==> src/rtl/alu_mc.sv <==
// alu_mc: multi-cycle ALU with a Start/Busy/Done handshake.
// Shifts run bit-serially, multiply is shift-add over W cycles.
module alu_mc #(
  parameter int W   = 8,
  parameter int Ops = 4
) (
  input  logic           Clk,
  input  logic           Reset_n,
  input  logic           Start,
  input  logic [Ops-1:0] OP,
  input  logic [W-1:0]   InputA,
  input  logic [W-1:0]   InputB,
  input  logic           SetFlags,
  output logic [W-1:0]   Out,
  output logic           Done,
  output logic           Busy,
  output logic           Zero,
  output logic           Carry
);

  localparam int CW = $clog2(W + 1);

  localparam logic [Ops-1:0] OP_ADD = Ops'(0);
  localparam logic [Ops-1:0] OP_SUB = Ops'(1);
  localparam logic [Ops-1:0] OP_XOR = Ops'(2);
  localparam logic [Ops-1:0] OP_ORR = Ops'(3);
  localparam logic [Ops-1:0] OP_RXR = Ops'(4);
  localparam logic [Ops-1:0] OP_LSH = Ops'(5);
  localparam logic [Ops-1:0] OP_RSH = Ops'(6);
  localparam logic [Ops-1:0] OP_MUL = Ops'(7);
  localparam logic [Ops-1:0] OP_ADC = Ops'(8);

  localparam logic [W:0]    WMAX = (W + 1)'(W);
  localparam logic [CW-1:0] CMAX = CW'(W);
  localparam logic [CW-1:0] ONE  = CW'(1);

  typedef enum logic [1:0] {
    IDLE,
    SHIFT,
    MUL
  } state_t;

  state_t state_q, state_d;

  logic [W-1:0]   out_q, out_d;
  logic           done_q, done_d;
  logic           zero_q, zero_d;
  logic           carry_q, carry_d;
  logic           setf_q, setf_d;
  logic           dir_q, dir_d;
  logic [CW-1:0]  cnt_q, cnt_d;
  logic [W-1:0]   sh_q, sh_d;
  logic [2*W-1:0] acc_q, acc_d;
  logic [2*W-1:0] mcd_q, mcd_d;
  logic [W-1:0]   mpl_q, mpl_d;

  logic [CW-1:0]  n;
  logic [W-1:0]   bop;
  logic           cin;
  logic [W:0]     sum;
  logic [W-1:0]   sh_n;
  logic           sh_bit;
  logic [2*W-1:0] acc_n;
  logic [W-1:0]   res;
  logic           cres;
  logic           iter;

  // shift count clamps at W; adder operand shaping for SUB/ADC
  assign n = ({1'b0, InputB} > WMAX) ? CMAX : InputB[CW-1:0];
  assign bop = (OP == OP_SUB) ? ~InputB : InputB;
  assign cin = (OP == OP_SUB) | ((OP == OP_ADC) & carry_q);
  assign sum = {1'b0, InputA} + {1'b0, bop} + {{W{1'b0}}, cin};

  // one serial step of the shifter and of the multiplier
  assign sh_n = dir_q ? {sh_q[W-2:0], 1'b0} : {1'b0, sh_q[W-1:1]};
  assign sh_bit = dir_q ? sh_q[W-1] : sh_q[0];
  assign acc_n = mpl_q[0] ? (acc_q + mcd_q) : acc_q;

  assign Out   = out_q;
  assign Done  = done_q;
  assign Busy  = (state_q != IDLE);
  assign Zero  = zero_q;
  assign Carry = carry_q;

  // state and datapath registers
  always_ff @(posedge Clk or negedge Reset_n) begin
    if (!Reset_n) begin
      state_q <= IDLE;
      out_q   <= '0;
      done_q  <= 1'b0;
      zero_q  <= 1'b0;
      carry_q <= 1'b0;
      setf_q  <= 1'b0;
      dir_q   <= 1'b0;
      cnt_q   <= '0;
      sh_q    <= '0;
      acc_q   <= '0;
      mcd_q   <= '0;
      mpl_q   <= '0;
    end else begin
      state_q <= state_d;
      out_q   <= out_d;
      done_q  <= done_d;
      zero_q  <= zero_d;
      carry_q <= carry_d;
      setf_q  <= setf_d;
      dir_q   <= dir_d;
      cnt_q   <= cnt_d;
      sh_q    <= sh_d;
      acc_q   <= acc_d;
      mcd_q   <= mcd_d;
      mpl_q   <= mpl_d;
    end
  end

  // next state, result and flag update
  always_comb begin
    state_d = state_q;
    out_d   = out_q;
    done_d  = 1'b0;
    zero_d  = zero_q;
    carry_d = carry_q;
    setf_d  = setf_q;
    dir_d   = dir_q;
    cnt_d   = cnt_q;
    sh_d    = sh_q;
    acc_d   = acc_q;
    mcd_d   = mcd_q;
    mpl_d   = mpl_q;
    res     = '0;
    cres    = carry_q;
    iter    = 1'b0;
    unique case (state_q)
      IDLE: begin
        if (Start) begin
          setf_d = SetFlags;
          case (OP)
            OP_ADD, OP_SUB, OP_ADC: begin
              res  = sum[W-1:0];
              cres = sum[W];
            end
            OP_XOR: res = InputA ^ InputB;
            OP_ORR: res = InputA | InputB;
            OP_RXR: res = {{(W-1){1'b0}}, ^InputA};
            OP_LSH, OP_RSH: begin
              if (n == '0) begin
                res = InputA;
              end else begin
                iter    = 1'b1;
                state_d = SHIFT;
                sh_d    = InputA;
                cnt_d   = n;
                dir_d   = (OP == OP_LSH);
              end
            end
            OP_MUL: begin
              iter    = 1'b1;
              state_d = MUL;
              acc_d   = '0;
              mcd_d   = {{W{1'b0}}, InputA};
              mpl_d   = InputB;
              cnt_d   = CMAX;
            end
            default: res = '0;
          endcase
          if (!iter) begin
            out_d  = res;
            done_d = 1'b1;
            if (SetFlags) begin
              zero_d  = (res == '0);
              carry_d = cres;
            end
          end
        end
      end
      SHIFT: begin
        sh_d  = sh_n;
        cnt_d = cnt_q - ONE;
        if (cnt_q == ONE) begin
          state_d = IDLE;
          out_d   = sh_n;
          done_d  = 1'b1;
          if (setf_q) begin
            zero_d  = (sh_n == '0);
            carry_d = sh_bit;
          end
        end
      end
      MUL: begin
        acc_d = acc_n;
        mcd_d = {mcd_q[2*W-2:0], 1'b0};
        mpl_d = {1'b0, mpl_q[W-1:1]};
        cnt_d = cnt_q - ONE;
        if (cnt_q == ONE) begin
          state_d = IDLE;
          out_d   = acc_n[W-1:0];
          done_d  = 1'b1;
          if (setf_q) begin
            zero_d  = (acc_n[W-1:0] == '0);
            carry_d = |acc_n[2*W-1:W];
          end
        end
      end
      default: state_d = IDLE;
    endcase
  end

endmodule

==> config.mk <==
export PLATFORM = sky130hd
export DESIGN_NAME = alu_mc
export DESIGN_NICKNAME = d
export VERILOG_FILES = /design/src/rtl/alu_mc.sv
export SDC_FILE = /design/constraint.sdc
export NUM_CORES = 1
export LEC_CHECK = 0
export ABC_CLOCK_PERIOD_IN_PS = 3700
export BUFFER_PORTS_ARGS = -buffer_cell sky130_fd_sc_hd__buf_2
export CAP_MARGIN = 20
export CELL_PAD_IN_SITES_DETAIL_PLACEMENT = 2
export CELL_PAD_IN_SITES_GLOBAL_PLACEMENT = 2
export CORE_MARGIN = 1
export CORE_UTILIZATION = 33
export CTS_CLUSTER_SIZE = 24
export DETAILED_ROUTE_END_ITERATION = 8
export PLACE_DENSITY_LB_ADDON = 0.08
export SYNTH_ARGS = -nofsm -noshare
export SYNTH_HDL_FRONTEND = slang
export SYNTH_SLANG_ARGS = --single-unit
==> constraint.sdc <==
create_clock -name Clk -period 3.7 [get_ports Clk]
set_input_delay 0.185 -clock Clk [delete_from_list [all_inputs] [get_ports Clk]]
set_output_delay 0.185 -clock Clk [all_outputs]
set_load 0.01 [all_outputs]
==> impl_table.tex <==
\begin{tabular}{lr}
\hline
Metric & Value \\
\hline
\multicolumn{2}{l}{\textbf{Global route}} \\
Initial antenna violation count & 0 \\
Total routing usage reported by global routing & 24.2\% \\
Global-route wire length before repair & 30600 um \\
Via count of the first global-routing pass & 5415 \\
Remaining Overflow, GRT & 0 \\
Largest net degree at the start of global routing & 68 \\
\multicolumn{2}{l}{\textbf{Timing}} \\
Clock tree skew after final layout & 0.00924 ns \\
Highest attainable clock frequency & 321 MHz \\
Relative slew slack & 35.2\% \\
Final critical path time including I/O delays and setup & 3.12 ns \\
Final setup violating endpoints & 0 \\
Setup TNS & 0 ns \\
Slew at the pin closest to its max-slew limit & 0.972 ns \\
Setup repair after global routing missed its margin & false \\
Final number of max-transition violations & 0 \\
Final period utilization & 84.3\% \\
Hold violation total from the final report & 6 \\
Fin Hold WS & -0.0204 ns \\
\multicolumn{2}{l}{\textbf{Yosys}} \\
Post-synthesis sequential area ratio & 31.5\% \\
Number of enable-type register cells in the synthesized netlist & 0 \\
Distinct cell type count after synthesis & 67 \\
Synth warnings & 0 \\
Synthesized area per cell & 8.38 um2 \\
Netlist area before placement & 0.00533 mm2 \\
Number of nets produced by synthesis & 699 \\
Share of synthesized flip-flops with an asynchronous set or reset & 100\% \\
Cells after Synth & 636 \\
Flip-flop and latch count after synthesis & 67 \\
Dominant register cell in the synthesized netlist & sky130\_fd\_sc\_hd\_\_dfrtp\_1 \\
\multicolumn{2}{l}{\textbf{CTS}} \\
Number of cells upsized or downsized after cts & 0 \\
CTS buffer count & 9 \\
CTS Buffer Depth & 2 \\
Quantity of hold-fixing buffers added after cts & 0 \\
Setup fix buffers added after clock tree synthesis & 0 \\
Clk Tree Root Cell & sky130\_fd\_sc\_hd\_\_clkbuf\_16 \\
Clock Latency Late Sink & 0.34 ns \\
CTS tree & yes \\
Post-CTS clock slew at the launch and capture registers of the worst setup and hold paths & 0.06 ns \\
Sinks on Clock Net & 67 \\
Level count of the clock H-tree & 3 \\
\multicolumn{2}{l}{\textbf{Placement}} \\
Placed cell areas & 0.00575 mm2 \\
Detailed placer's ending HPWL & 14500 um \\
Total of buffers placed on input and output ports & 35 \\
Weighted congestion reported at the end of routability-driven placement & 0.833 \\
Post-Place Cells & 869 \\
\multicolumn{2}{l}{\textbf{Layout}} \\
Number of nets in the layout & 727 \\
Most used cells in the layout excluding fill and tap cells & sky130\_fd\_sc\_hd\_\_nand2\_1, sky130\_fd\_sc\_hd\_\_dfrtp\_1, sky130\_fd\_sc\_hd\_\_o21ai\_0 \\
Utilization of the core after routing & 38.2\% \\
Synth-to-layout area growth & 13.5\% \\
Filler cell count & 1807 \\
Total inserted antenna cells & 0 \\
Most frequent standard cell in the layout excluding fill and tap cells & sky130\_fd\_sc\_hd\_\_nand2\_1 \\
Final cell count without fillers & 884 \\
Post-route cell area & 0.00605 mm2 \\
Share of layout cells above drive strength 1 & 12.3\% \\
\multicolumn{2}{l}{\textbf{Floorplan}} \\
Initial cell density of the core & 33.7\% \\
Die outline height & 129 um \\
Number of placement rows & 46 \\
Area of the placeable core & 0.0158 mm2 \\
Die X-Extent & 129 um \\
I/O pin count & 36 \\
Area of the die & 0.0167 mm2 \\
\multicolumn{2}{l}{\textbf{Power and ir drop}} \\
Pwr Density & 646 mW/mm2 \\
Largest vdd supply drop & 0.438 mV \\
Leakage power of the design & 2.69 nW \\
\multicolumn{2}{l}{\textbf{Routing}} \\
Routed length per instance & 21.3 um \\
Number of iterations in the first detailed-routing pass & 4 \\
Count of vias placed by the detailed router & 5001 \\
Starting DRC count in detailed routing & 146 \\
Count of unresolved DRC violations after routing & 0 \\
Post-detailed-route count of antenna-violating nets & 0 \\
Drt total wl & 18800 um \\
Via count normalized by instance count & 5.66 \\
\multicolumn{2}{l}{\textbf{Worst setup path}} \\
Required time at the worst-slack endpoint & 3.91 ns \\
Crit Path Category & reg2reg \\
Crit path arrival time & 3.33 ns \\
CP startpoint kind & register \\
Worst Setup End Kind & register \\
Critical Path Fanout Max & 3 \\
\multicolumn{2}{l}{\textbf{Status}} \\
Status & finished, violations left \\
Violated checks & negative hold slack \\
\multicolumn{2}{l}{\textbf{Job}} \\
Number of maximum-capacitance constraint violations & 0 \\
\multicolumn{2}{l}{\textbf{Hold path}} \\
Classification of the worst-slack hold path & in2async \\
\hline
\end{tabular}
==> area by class of cell <==
cell class | count | area, um2 | share of cell area [%]
multi-input cells | 500 | 3400 | 56.2
flip-flops and latches | 67 | 1680 | 27.7
well taps | 216 | 270 | 4.47
repair buffers | 45 | 253 | 4.18
clock buffers | 11 | 243 | 4.01
inverters | 41 | 154 | 2.55
clock inverters | 4 | 51.3 | 0.848
==> worst max-delay path, stage by stage, from the launching register on <==
cell and delay [ns]:
sky130_fd_sc_hd__dfrtp_1 0.40, sky130_fd_sc_hd__nand3b_1 0.10, sky130_fd_sc_hd__a211oi_1 0.28, sky130_fd_sc_hd__fa_1 0.27, sky130_fd_sc_hd__inv_1 0.07, sky130_fd_sc_hd__fa_1 0.37
sky130_fd_sc_hd__nor2b_1 0.17, sky130_fd_sc_hd__o21ai_0 0.12, sky130_fd_sc_hd__a21boi_0 0.34, sky130_fd_sc_hd__o21a_1 0.19, sky130_fd_sc_hd__o21a_1 0.16, sky130_fd_sc_hd__nor3_1 0.06
sky130_fd_sc_hd__o311ai_0 0.32, sky130_fd_sc_hd__o21ai_0 0.14
==> flip-flops by register name (all words and copies together) (netlist names) <==
signal,count
acc_q,16
Done,1
state_q,2
setf_q,1
mcd_q,16
sh_q,8
Out,8
Carry,1
dir_q,1
cnt_q,4
mpl_q,8
Zero,1
==> through the flow <==
step                      setup WS (ns)  power (mW)
final                             0.581        3.91
after global routing              0.300        4.18
after floorplan                   0.279        2.37
after CTS                         0.574        3.95
after global placement            0.652        2.98
after detailed placement          0.498        3.04
==> kinds of logic after synthesis <==
| logic type | share of synthesized area (%) |
|---|---|
| AND/OR/NAND/NOR | 19.3 |
| AO/OA/AOI/OAI | 24.4 |
| buffers and inverters | 5.00 |
| flip-flops | 31.5 |
| adder cells (fa/ha/maj) | 9.77 |
| multiplexers | 6.01 |
| XOR/XNOR | 4.11 |
==> report_power, final <==
group | switching, mW | internal (mW)
logic | 1.16 | 0.689
clock network | 0.352 | 0.537
registers | 0.202 | 0.970
total | 1.71 | 2.20
==> per-layer routing <==
layer	vias to the layer above	global-route usage [%]	wire [um]
li1	2355	-	-
met1	2560	31.4	8740
met2	64	42.0	9420
met3	22	3.34	372
met4	0	7.06	308
met5	-	0	0
==> Yosys cell counts (4+ instances only) <==
master                      n  area (um2)
sky130_fd_sc_hd__mux2i_1   23         230
sky130_fd_sc_hd__a211oi_2   4        50.1
sky130_fd_sc_hd__nand2b_1  17         106
sky130_fd_sc_hd__ha_1      36         450
sky130_fd_sc_hd__nor3_1    13        65.1
sky130_fd_sc_hd__or3_1      6        37.5
sky130_fd_sc_hd__dfrtp_1   67        1680
sky130_fd_sc_hd__a211oi_1   6        45.0
sky130_fd_sc_hd__clkbuf_1  19        71.3
sky130_fd_sc_hd__o21ai_0   55         275
sky130_fd_sc_hd__nand2_1   85         319
sky130_fd_sc_hd__o21a_1     5        37.5
sky130_fd_sc_hd__nand4_1    5        31.3
sky130_fd_sc_hd__inv_1     40         150
sky130_fd_sc_hd__a211o_1    5        43.8
sky130_fd_sc_hd__mux2_2     7        78.8
sky130_fd_sc_hd__a21boi_0   6        45.0
sky130_fd_sc_hd__nor3b_1    5        37.5
sky130_fd_sc_hd__a21o_1    13        97.6
sky130_fd_sc_hd__o31ai_1    5        37.5
sky130_fd_sc_hd__o22ai_1    4        25.0
sky130_fd_sc_hd__buf_2      6        30.0
sky130_fd_sc_hd__o21ai_1    7        35.0
sky130_fd_sc_hd__a31o_2     4        35.0
sky130_fd_sc_hd__nor2_1    27         101
sky130_fd_sc_hd__o211ai_1   6        45.0
sky130_fd_sc_hd__xnor2_1   22         193
sky130_fd_sc_hd__a21oi_1   32         160
sky130_fd_sc_hd__nand3_1   21         105
sky130_fd_sc_hd__nor2b_1   14        87.6
sky130_fd_sc_hd__a31oi_1    6        37.5
==> worst paths after layout <==
kind	start	to	slack (ns)	cells after the start
setup / recovery	Carry	Out[6]	0.58	13
hold / removal	Reset_n	mcd_q[15]	-0.02	1
setup reg to reg	Carry	Out[6]	0.58	13
hold reg to reg	mpl_q[4]	mpl_q[4]	0.48	2
max in group asynchronous	Reset_n	Zero	3.07	1
min in group Clk	InputB[3]	mpl_q[3]	0.17	3
Note: power is estimated with default switching activity, not from simulation.
